[src/rtl/orgate_seq_pkg.sv]
// Shared types and constants for the orgate_3bit sequencing controller.
// Latency: n/a (declarations only).
// Backpressure: n/a (declarations only).
package orgate_seq_pkg;

    // Operand/result width of the shared OR datapath.
    localparam int ORGATE_W = 3;

    // Controller phases: collecting A, B, C, then presenting the result.
    typedef enum logic [1:0] {
        S_A   = 2'd0,
        S_B   = 2'd1,
        S_C   = 2'd2,
        S_OUT = 2'd3
    } seq_state_t;

endpackage

[src/rtl/orgate_3bit.sv]
// Shared 3-input bitwise OR datapath: y = a | b | c.
// Latency: combinational, zero cycles.
// Backpressure: none; purely combinational.
// Ports: a, b, c (WIDTH-bit operands), y (WIDTH-bit result).
import orgate_seq_pkg::*;

module orgate_3bit #(
    parameter int WIDTH = ORGATE_W
) (
    input  logic [WIDTH-1:0] a,
    input  logic [WIDTH-1:0] b,
    input  logic [WIDTH-1:0] c,
    output logic [WIDTH-1:0] y
);

    assign y = a | b | c;

endmodule

[src/rtl/orgate_3bit_seq.sv]
// Serialises three operands into registers A/B/C and presents A|B|C as one result.
// Latency: out_valid rises the cycle after the third operand is accepted.
// Backpressure: in_ready is low while a result is pending; result holds until out_ready.
// Ports: clk, rst (sync, active-high); in_valid/in_ready/in_data operand stream;
//        flush drops a partial group; out_valid/out_ready/out_data result stream;
//        busy flags a held operand or pending result; group_cnt counts result
//        handshakes and exists only when ORGATE_SEQ_COUNT_EN is defined.
import orgate_seq_pkg::*;

module orgate_3bit_seq #(
    parameter int WIDTH = ORGATE_W,
    parameter int CNT_W = 8
) (
    input  logic             clk,
    input  logic             rst,
    input  logic             in_valid,
    output logic             in_ready,
    input  logic [WIDTH-1:0] in_data,
    input  logic             flush,
    output logic             out_valid,
    input  logic             out_ready,
    output logic [WIDTH-1:0] out_data,
`ifdef ORGATE_SEQ_COUNT_EN
    output logic [CNT_W-1:0] group_cnt,
`endif
    output logic             busy
);

    seq_state_t       state_q, state_d;
    logic [WIDTH-1:0] a_q, a_d;
    logic [WIDTH-1:0] b_q, b_d;
    logic [WIDTH-1:0] c_q, c_d;

    logic in_acc;
    logic out_hs;

    // in_ready is masked by rst combinationally so nothing is offered as
    // accepted while the block is being reset.
    assign in_ready  = (state_q != S_OUT) && !rst;
    assign out_valid = (state_q == S_OUT);
    assign busy      = (state_q != S_A);
    assign in_acc    = in_valid && in_ready;
    assign out_hs    = out_valid && out_ready;

    always_comb begin
        state_d = state_q;
        a_d     = a_q;
        b_d     = b_q;
        c_d     = c_q;
        case (state_q)
            S_A, S_B, S_C: begin
                // Flush wins over an operand offered in the same cycle.
                if (flush) begin
                    a_d     = '0;
                    b_d     = '0;
                    c_d     = '0;
                    state_d = S_A;
                end else if (in_acc) begin
                    case (state_q)
                        S_A:     begin a_d = in_data; state_d = S_B;   end
                        S_B:     begin b_d = in_data; state_d = S_C;   end
                        default: begin c_d = in_data; state_d = S_OUT; end
                    endcase
                end
            end
            default: begin
                // Flush is ignored here: a pending result is always delivered.
                if (out_hs) begin
                    state_d = S_A;
                end
            end
        endcase
    end

    always_ff @(posedge clk) begin
        if (rst) begin
            state_q <= S_A;
            a_q     <= '0;
            b_q     <= '0;
            c_q     <= '0;
        end else begin
            state_q <= state_d;
            a_q     <= a_d;
            b_q     <= b_d;
            c_q     <= c_d;
        end
    end

    orgate_3bit #(
        .WIDTH (WIDTH)
    ) u_or (
        .a (a_q),
        .b (b_q),
        .c (c_q),
        .y (out_data)
    );

`ifdef ORGATE_SEQ_COUNT_EN
    logic [CNT_W-1:0] cnt_q, cnt_d;

    // Wraps naturally at 2^CNT_W; flushes never reach S_OUT so never count.
    always_comb begin
        cnt_d = cnt_q;
        if (out_hs) begin
            cnt_d = cnt_q + 1'b1;
        end
    end

    always_ff @(posedge clk) begin
        if (rst) begin
            cnt_q <= '0;
        end else begin
            cnt_q <= cnt_d;
        end
    end

    assign group_cnt = cnt_q;
`endif

endmodule

[config.mk]
export PLATFORM = sky130hd
export DESIGN_NAME = orgate_3bit_seq
export DESIGN_NICKNAME = d
export VERILOG_FILES = /design/src/rtl/orgate_seq_pkg.sv /design/src/rtl/orgate_3bit.sv /design/src/rtl/orgate_3bit_seq.sv
export SDC_FILE = /design/constraint.sdc
export NUM_CORES = 1
export LEC_CHECK = 0
export BUFFER_PORTS_ARGS = -buffer_cell sky130_fd_sc_hd__buf_4
export CELL_PAD_IN_SITES_DETAIL_PLACEMENT = 1
export CELL_PAD_IN_SITES_GLOBAL_PLACEMENT = 1
export CORE_MARGIN = 4
export CORE_UTILIZATION = 37
export CTS_BUF_LIST = sky130_fd_sc_hd__clkbuf_4 sky130_fd_sc_hd__clkbuf_8
export DETAILED_ROUTE_END_ITERATION = 10
export GPL_ROUTABILITY_DRIVEN = 0
export PLACE_DENSITY_LB_ADDON = 0.05
export SYNTH_ARGS = -nofsm -noshare
export SYNTH_HDL_FRONTEND = slang
export SYNTH_HIERARCHICAL = 1
export SYNTH_SLANG_ARGS = --single-unit
export TNS_END_PERCENT = 100
[constraint.sdc]
create_clock -name clk -period 2.57 [get_ports clk]
set_clock_uncertainty 0.15 [all_clocks]
set_input_delay 0.1285 -clock clk [delete_from_list [all_inputs] [get_ports clk]]
set_output_delay 0.1285 -clock clk [all_outputs]
set_load 0.01 [all_outputs]
==> results.toml <==
[final_layout]
drive_above_1_share_pct = 30.1
insertedDiodeCount = 0
nets = 82
final_cell_count_no_fill = 88
area_growth_pct = 28.3

[power_and_ir_drop]
total_power_uw = 396
irDropWorstVdd_uv = 316
leakage_uw = 0.000333
powerDensity_nw_per_um2 = 573

[floorplan]
die_w_um = 46.2
core_area_um2 = 1330
ios = 14
start_util_pct = 40.4
die_area_um2 = 2130
dieHeight_um = 46.2
rows = 13

[critical_path]
r2r_slack_ps = 1270
crit_start = "rst"
cp_num_buf_inv = 2
crit_path_cell_trace = "dlygate4sd3_1, buf_4, and3b_1, o21ai_2, mux2i_1"
rr_endpoint = "c_q[2]$_SDFFE_PP0P_"
cp.depth = 5
reg2reg_from = "state_q[1]$_SDFFE_PP0P_"
crit_family = "buffers and inverters"
crit_arrival_ps = 1510
r2r_cells = 3
crit_path_end = "c_q[2]$_SDFFE_PP0P_"
slowest_stage = "dlygate4sd3_1"
critPathLaunchType = "primary input"
path_max_fanout = 15
cp.required_ps = 2610
worstSetupPathType = "in -> reg"
cp-end-kind = "flop"
critPathMaxStageDelay_ps = 520

[placed_design]
place_inst = 83
portBuffers = 13
hpwl_um = 910

[drt]
dr.pass1.iters = 2
viasPerCell = 5.16
postRouteAntennaNets = 0
drtIter0Drc = 5
wl_um = 1210
drc = 0
avgRoutedWirePerCell_um = 13.8
vias = 454

[clocking]
cts_root_buf = "clkbuf_4"
clock_latency_ps = 260
clk_pin_slew_ps = 70
cts-resized-gates = 0
htreeDepth = 1
clock_sinks = 11
clock_path_buffers = 2
numCtsBuffers = 3
cts_tree = "done"

[synthesis]
netlist-cell-type-count = 17
syn_area_per_cell_um2 = 9.63
synth-edff-count = 0
synth_ff_type = "dfxtp_1"
synth_top_cell_by_area = "dfxtp_1"
synth_top_cell_area_share_pct = 40.8
synth_common_cells = "11 x dfxtp_1, 11 x nand2b_1, 9 x mux2i_1, 5 x nand2_1, 3 x or3_1"
ys_seq_elements = 11
synthCells = 56
synth_nets = 64
synth_area_leaders = "dfxtp_1 41%, mux2i_1 17%, nand2b_1 13%, nand2_1 3.5%, or3_1 3.5%"
postSynth.asyncResetShare_pct = 0
synth-seq-area-share_pct = 40.8
syn-cell-area_um2 = 539
yosysWarnings = 6

[sta]
finalSetupViolations = 0
timing.final.crit_share_pct = 57.0
timing.slew.headroom_pct = 79.8
setup-tns-final_ps = 0
grt_setup_unrepaired = "false"
hold_viol_final = 0
worst_pin_slew_ps = 302
max_freq_mhz = 683
drv_slew = 0
fin_crit_ps = 1460

[global_routing]
antenna_found_initial = 0
first_global_vias = 499
track_usage_pct = 13.7
grt_max_degree = 16
overflow = 0
grt_pass1_wl_um = 2080

[run_status]
outcome = "complete, no violations"

[worst_hold_path]
min_path_type = "in -> reg"

[job]
maxCapViolations = 0
[sequential cells by signal (all words and copies together), names as in the netlist]
signal,cells
a_q,3
b_q,3
c_q,3
state_q,2
[cell families (layout without fill, tap and decap cells)]
group           after synthesis  count (layout)  share of synthesized area (%)
simple gates                 25              25                           26.9
mux                           9               9                           16.7
buf+inv                       3              20                           2.09
flops                        11              11                           40.8
compound gates                8               8                           13.5
[worst min-delay path, stage by stage]
cell     delay [ps]
buf_4            80
nand2_1          70
mux2i_1         120
[worst min path at each step]
| stage | cells after the start | slack [ps] | startpoint | endpoint |
|---|---|---|---|---|
| CTS | 3 | 30 | in_data[0] | c_q[0]$_SDFFE_PP0P_ |
| global route | 3 | 40 | in_data[0] | c_q[0]$_SDFFE_PP0P_ |
| floorplan | 2 | 140 | in_valid | state_q[1]$_SDFFE_PP0P_ |
| global placement | 2 | 270 | rst | state_q[0]$_SDFFE_PP0P_ |
| detailed placement | 2 | 270 | rst | state_q[1]$_SDFFE_PP0P_ |
| finish | 3 | 20 | in_data[0] | c_q[0]$_SDFFE_PP0P_ |
[cell usage in the layout (no fill, tap or decap)]
cell / instances
dfxtp_1: 11
a21bo_2: 1
nor3_1: 1
clkbuf_4: 4
nand2_1: 5
nor2_1: 2
o21ai_2: 2
a21oi_1: 2
and3b_1: 2
inv_1: 2
buf_4: 13
or3_1: 3
dlygate4sd3_1: 1
nand2b_1: 11
o311a_1: 1
or2_4: 1
mux2i_1: 9
a311oi_1: 1
o21ai_4: 1
[area by class of cell]
type	count	area (µm²)
well taps	15	18.8
inverters	2	7.51
fillers	161	642
clock buffers	4	30.0
multi-input cells	42	308
flip-flops and latches	11	220
repair buffers	14	108
[where the power goes]
group / internal [µW] / leakage [µW] / total, µW / switching, µW
Sequential: 183 / 0.0000908 / 192 / 8.98
Clock: 70.5 / 0.0000184 / 126 / 55.5
Combinational: 43.3 / 0.000223 / 78.7 / 35.4
Total: 296 / 0.000333 / 396 / 100
[what timing repair did]
item	in CTS	in global routing
hold buffers	1	0
hold endpoints to repair	2	0
buffers inserted	0	0
[stage by stage]
stage	instance area, µm²	worst slack, ps	util, %	hold slack (ps)
3_3_place_gp	652	1290	48.9	265
6_report	692	1110	51.9	19.6
4_1_cts	692	1090	51.9	26.7
5_1_grt	692	983	51.9	36.1
3_5_place_dp	652	1270	48.9	266
2_1_floorplan	539	1360	-	138
[layer usage]
layer / global-route usage (%) / wire [µm] / up-vias
li1: - / - / 230
met4: 3.41 / 0 / 0
met2: 23.9 / 581 / 8
met5: 0 / 0 / -
met3: 2.34 / 52 / 0
met1: 17.1 / 579 / 216
Power figures use the tool's default switching activity.
